$ cat src/rtl/controlador_memoria.sv
// Memory-side responder: takes one read/write request over valid/ready and runs
// an SRAM-style strobe sequence with ESPERAS wait states, then reports the result.
// Latency ESPERAS+2 cycles from transfer to pulse; Listo low while busy, no queueing.
//
// Ports:
//   Reloj, Reiniciar            clock, synchronous active-high reset
//   Solicitud/Escritura/Listo   request handshake (Escritura: 1 write, 0 read)
//   Direccion, DatoEscritura    request address and write data
//   DatoLectura, DatoValido     read data (held) and its one-cycle update pulse
//   Completo                    one-cycle write-finished pulse
//   MemDireccion/MemDatoSalida/MemDatoEntrada, MemCE/MemOE/MemWE   memory side
//   ErrorParidad                read parity failure pulse (only with MEM_PARIDAD_EN)
//
// Optional feature macro: MEM_PARIDAD_EN adds an even-parity bit as the MSB of
// both memory data buses and the ErrorParidad output.
module controlador_memoria #(
  parameter int ANCHO_DATO = 16,
  parameter int ANCHO_DIR  = 16,
  parameter int ESPERAS    = 2
) (
  input  logic                  Reloj,
  input  logic                  Reiniciar,
  input  logic                  Solicitud,
  input  logic                  Escritura,
  input  logic [ANCHO_DIR-1:0]  Direccion,
  input  logic [ANCHO_DATO-1:0] DatoEscritura,
  output logic                  Listo,
  output logic [ANCHO_DATO-1:0] DatoLectura,
  output logic                  DatoValido,
  output logic                  Completo,
  output logic [ANCHO_DIR-1:0]  MemDireccion,
`ifdef MEM_PARIDAD_EN
  output logic [ANCHO_DATO:0]   MemDatoSalida,
  input  logic [ANCHO_DATO:0]   MemDatoEntrada,
`else
  output logic [ANCHO_DATO-1:0] MemDatoSalida,
  input  logic [ANCHO_DATO-1:0] MemDatoEntrada,
`endif
  output logic                  MemCE,
  output logic                  MemOE,
  output logic                  MemWE
`ifdef MEM_PARIDAD_EN
  ,
  output logic                  ErrorParidad
`endif
);

`ifdef MEM_PARIDAD_EN
  localparam int ANCHO_MEM = ANCHO_DATO + 1;
`else
  localparam int ANCHO_MEM = ANCHO_DATO;
`endif

  generate
    if (ESPERAS < 1 || ESPERAS > 15) begin : g_esperas_invalido
      $error("controlador_memoria: ESPERAS must lie in 1..15");
    end
  endgenerate

  typedef enum logic [1:0] {
    REPOSO = 2'd0,
    ACCESO = 2'd1,
    FIN    = 2'd2
  } estado_t;

  estado_t               r_estado;
  estado_t               w_siguiente;
  logic [3:0]            r_contador;
  logic                  r_escritura;
  logic [ANCHO_DIR-1:0]  r_direccion;
  logic [ANCHO_MEM-1:0]  r_dato_salida;
  logic [ANCHO_DATO-1:0] r_dato_lectura;
  logic                  r_error_paridad;
  logic                  w_carga;
  logic                  w_muestra;
  logic [ANCHO_MEM-1:0]  w_dato_salida;

  always_ff @(posedge Reloj) begin
    if (Reiniciar) begin
      r_estado <= REPOSO;
    end else begin
      r_estado <= w_siguiente;
    end
  end

  // Strobes and pulses decode directly from state so a reset drops them on the
  // same edge that returns the FSM to REPOSO.
  always_comb begin
    w_siguiente = r_estado;
    w_carga     = 1'b0;
    w_muestra   = 1'b0;
    Listo       = 1'b0;
    MemCE       = 1'b0;
    MemOE       = 1'b0;
    MemWE       = 1'b0;
    DatoValido  = 1'b0;
    Completo    = 1'b0;
    case (r_estado)
      REPOSO: begin
        Listo = 1'b1;
        if (Solicitud) begin
          w_carga     = 1'b1;
          w_siguiente = ACCESO;
        end
      end
      ACCESO: begin
        MemCE = 1'b1;
        MemOE = !r_escritura;
        // WE drops one cycle early so address/data are held past its falling edge.
        MemWE = r_escritura && (r_contador != 4'd0);
        if (r_contador == 4'd0) begin
          w_muestra   = !r_escritura;
          w_siguiente = FIN;
        end
      end
      FIN: begin
        DatoValido  = !r_escritura;
        Completo    = r_escritura;
        w_siguiente = REPOSO;
      end
      default: w_siguiente = REPOSO;
    endcase
  end

`ifdef MEM_PARIDAD_EN
  assign w_dato_salida = {^DatoEscritura, DatoEscritura};
`else
  assign w_dato_salida = DatoEscritura;
`endif

  always_ff @(posedge Reloj) begin
    if (Reiniciar) begin
      r_contador      <= 4'd0;
      r_escritura     <= 1'b0;
      r_direccion     <= '0;
      r_dato_salida   <= '0;
      r_dato_lectura  <= '0;
      r_error_paridad <= 1'b0;
    end else begin
      if (w_carga) begin
        r_direccion   <= Direccion;
        r_dato_salida <= w_dato_salida;
        r_escritura   <= Escritura;
        r_contador    <= 4'(ESPERAS);
      end else if (r_estado == ACCESO && r_contador != 4'd0) begin
        r_contador <= r_contador - 4'd1;
      end
      if (w_muestra) begin
        r_dato_lectura  <= MemDatoEntrada[ANCHO_DATO-1:0];
        // Even parity over data plus parity bit must XOR to zero.
        r_error_paridad <= ^MemDatoEntrada;
      end
    end
  end

  assign DatoLectura   = r_dato_lectura;
  assign MemDireccion  = r_direccion;
  assign MemDatoSalida = r_dato_salida;

`ifdef MEM_PARIDAD_EN
  assign ErrorParidad = (r_estado == FIN) && !r_escritura && r_error_paridad;
`else
  logic w_sin_uso;
  assign w_sin_uso = r_error_paridad;
`endif

endmodule

$ cat config.mk
export PLATFORM = sky130hd
export DESIGN_NAME = controlador_memoria
export DESIGN_NICKNAME = d
export VERILOG_FILES = /design/src/rtl/controlador_memoria.sv
export SDC_FILE = /design/constraint.sdc
export NUM_CORES = 1
export LEC_CHECK = 0
export CAP_MARGIN = 40
export CORE_ASPECT_RATIO = 1.4
export CORE_UTILIZATION = 37
export CTS_CLUSTER_SIZE = 25
export DETAILED_ROUTE_END_ITERATION = 10
export PLACE_DENSITY = 0.85
export SKIP_CTS_REPAIR_TIMING = 1
export SLEW_MARGIN = 10
export SYNTH_ARGS = -nofsm -noshare
export SYNTH_HDL_FRONTEND = slang
export SYNTH_SLANG_ARGS = --single-unit
$ cat constraint.sdc
create_clock -name Reloj -period 2.2 [get_ports Reloj]
set_input_delay 0.55 -clock Reloj [delete_from_list [all_inputs] [get_ports Reloj]]
set_output_delay 0.55 -clock Reloj [all_outputs]
set_load 0.02 [all_outputs]
==> flow_summary_export.csv <==
group,metric,value,unit
cts,clk_path_buf_depth,2,
route,vias,1934,
status,status,"completed",
setup_path,worstSetupPathType,"reg2out",
synthesis,synth.avg_cell_area,9.772,µm²
timing,hold_violations,0,
placement,gp_congestion,0.7949,
setup_path,arrival,1.62,ns
worst_hold_path,hold_class,"reg2reg",
route,drt_first_pass_iters,4,
die,initial_core_util,0.3848,
timing,setup_viol,0,
pwr,ir_worst_vdd,0.0005315,V
grt,grt_first_pass_wirelength,8.369,mm
synthesis,synth_fp_nets,269,
final_layout,drive_above_1_share,0.08951,
timing,skew,0.006399,ns
pwr,p_leak,1.343,nW
final_layout,num_antenna_cells,0,
pwr,power,2.269,mW
setup_path,reg2reg_slack,0.55,ns
synthesis,synth_cell_type_count,27,
timing,relSlewSlack,0.7029,
setup_path,cp_slowest_cell,"or3b_4",
placement,hpwl,3.921,mm
die,die_area,6015,µm²
final_layout,area_growth,57.97,%
timing,worst_pin_slew,0.4457,ns
route,routed_via_density,4.934,
route,ant_nets,0,
cts,cts.sinks,55,
pwr,powerDensity,680.6,nW/µm²
final_layout,final_cell_mix,"clkdlybuf4s50_1, dfxtp_1, nor2_1",
die,rows,32,
worst_hold_path,hold_end,"DatoLectura[0]",
placement,portBuffers,105,
route,drc,0,
setup_path,rr_endpoint,"r_contador[1]",
setup_path,worstPathRequired,1.65,ns
die,design.core.area,5485,µm²
cts,htree_levels,2,
timing,period_minus_slack,2.166,ns
route,finalWirelength,5.370,mm
setup_path,regToRegStartpoint,"r_contador[0]",
grt,grt_pass1_vias,1881,
synthesis,yosysSeqAreaShare,0.5216,
synthesis,synthCells,216,
grt,track_usage,0.1770,
synthesis,synth_top_cell_by_area,"dfxtp_1",
synthesis,netlist_area,2111,µm²
route,wire_per_inst,13.70,µm
grt,grt_start_max_net_pins,26,
worst_hold_path,hold_start,"DatoLectura[0]",
grt,antenna_found_initial,0,
job,cap_violations,0,
die,die_h,91.37,µm
synthesis,yosys_warnings,0,
final_layout,final_common_cell,"clkdlybuf4s50_1",
die,fp.dieW,65.84,µm
timing,fin_crit_sh,0.9845,
cts,path_clk_slew,0.10,ns
cts,clock_latency,0.30,ns
synthesis,synth-seq-cells,55,
cts,tritoncts,"yes",
setup_path,critPathMaxStageDelay,0.39,ns
setup_path,reg2reg_depth,6,
synthesis,yosysTopAreaCellShare,0.5216,
setup_path,crit_chain,"inv_1, ha_2, or3b_4, and3_1, buf_2",
timing,slew_viol_final,0,
timing,fmax,461.7,MHz
timing,rsz0062_at_grt,"yes",
cts,cts_buffers,5,
die,ios,106,
setup_path,crit_path_start_kind,"register",
worst_hold_path,min_path_cells,2,
route,drtIter0Drc,109,
grt,grt-ovfl-total,0,
final_layout,fin_util,0.6079,
cts,root_buffer,"clkbuf_8",
synthesis,synth_area_leaders,"dfxtp_1, mux2i_1, nor2_1",
setup_path,critical_path.max_fanout,3,
final_layout,nets,376,
setup_path,end_kind,"primary output",
## registers in the layout (all words and copies together), names as in the netlist
register,cells
r_estado,2
r_escritura,1
DatoLectura,16
MemDatoSalida,16
MemDireccion,16
r_contador,4
## critical path, delay by kind of cell (launching register included)
kind	cells	cell delay, ns
adders and majority gates	1	0.19
buffers and inverters	2	0.22
DFF	1	0.34
and+or+nand+nor	2	0.57
## cells by family (layout without fill, tap and decap cells)
group | count (synthesis) | in the layout | share of synthesized area
buf+inv | 21 | 129 | 0.06580
flops | 55 | 55 | 0.5216
simple gates | 65 | 65 | 0.1500
mux | 33 | 33 | 0.1565
fa+ha+maj | 1 | 1 | 0.005927
compound gates | 41 | 41 | 0.1002
## cell usage after synthesis, drive strengths merged
library cell   n
o21ai         19
a211oi         1
dfxtp         55
ha             1
nand3         17
or4            2
inv            5
nor3           1
buf            9
nor2          35
nor3b          3
mux2i         33
a21oi         20
clkbuf         7
nand2b         1
and3b          1
or3b           2
and3           1
a311oi         1
or3            1
or2            1
## through the flow
step	std cells	hold WS, ns	setup TNS (ns)	worst slack [ns]	area [µm²]
2_1_floorplan	216	0.4552	0	0.3338	2111
3_3_place_gp	384	0.4607	0	0.03226	3229
3_5_place_dp	384	0.4676	-0.0006153	-0.0006153	3229
4_1_cts	392	0.4821	-0.6095	-0.3910	3326
5_1_grt	392	0.5049	-0.02834	-0.02834	3334
6_report	392	0.4837	0	0.03419	3334
## area by class of cell
| cell class | count | area, µm² |
|---|---|---|
| well taps | 68 | 85.08 |
| inverters | 5 | 26.28 |
| flip-flops and latches | 55 | 1102 |
| fillers | 475 | 2151 |
| repair buffers | 116 | 1144 |
| clock inverters | 2 | 13.76 |
| multi-input cells | 140 | 880.8 |
| clock buffers | 6 | 82.58 |
## metal layers
layer  GRT usage  wire length, µm  part of all wire
met1      0.1981             2149              0.40
met2      0.3163             2853              0.53
met3     0.03769              274             0.051
met4     0.06522               92             0.017
met5           0                0                 0
## power breakdown
part           total (mW)  internal (mW)  switching (mW)
sequential           1.10           1.06          0.0349
combinational       0.595          0.305           0.290
clock               0.576          0.258           0.318
total                2.27           1.63           0.642
## worst max path at each step
| stage | start | end | slack, ns | cells past startpoint |
|---|---|---|---|---|
| after floorplan | r_contador[0] | MemWE | 0.33 | 5 |
| after global placement | r_contador[0] | MemWE | 0.03 | 5 |
| after detailed placement | r_contador[0] | MemWE | -0.0006 | 5 |
| after CTS | r_contador[0] | MemWE | -0.39 | 5 |
| after global routing | r_contador[0] | MemWE | -0.03 | 5 |
| final | r_contador[0] | MemWE | 0.03 | 5 |
Note: power is estimated with default switching activity, not from simulation.
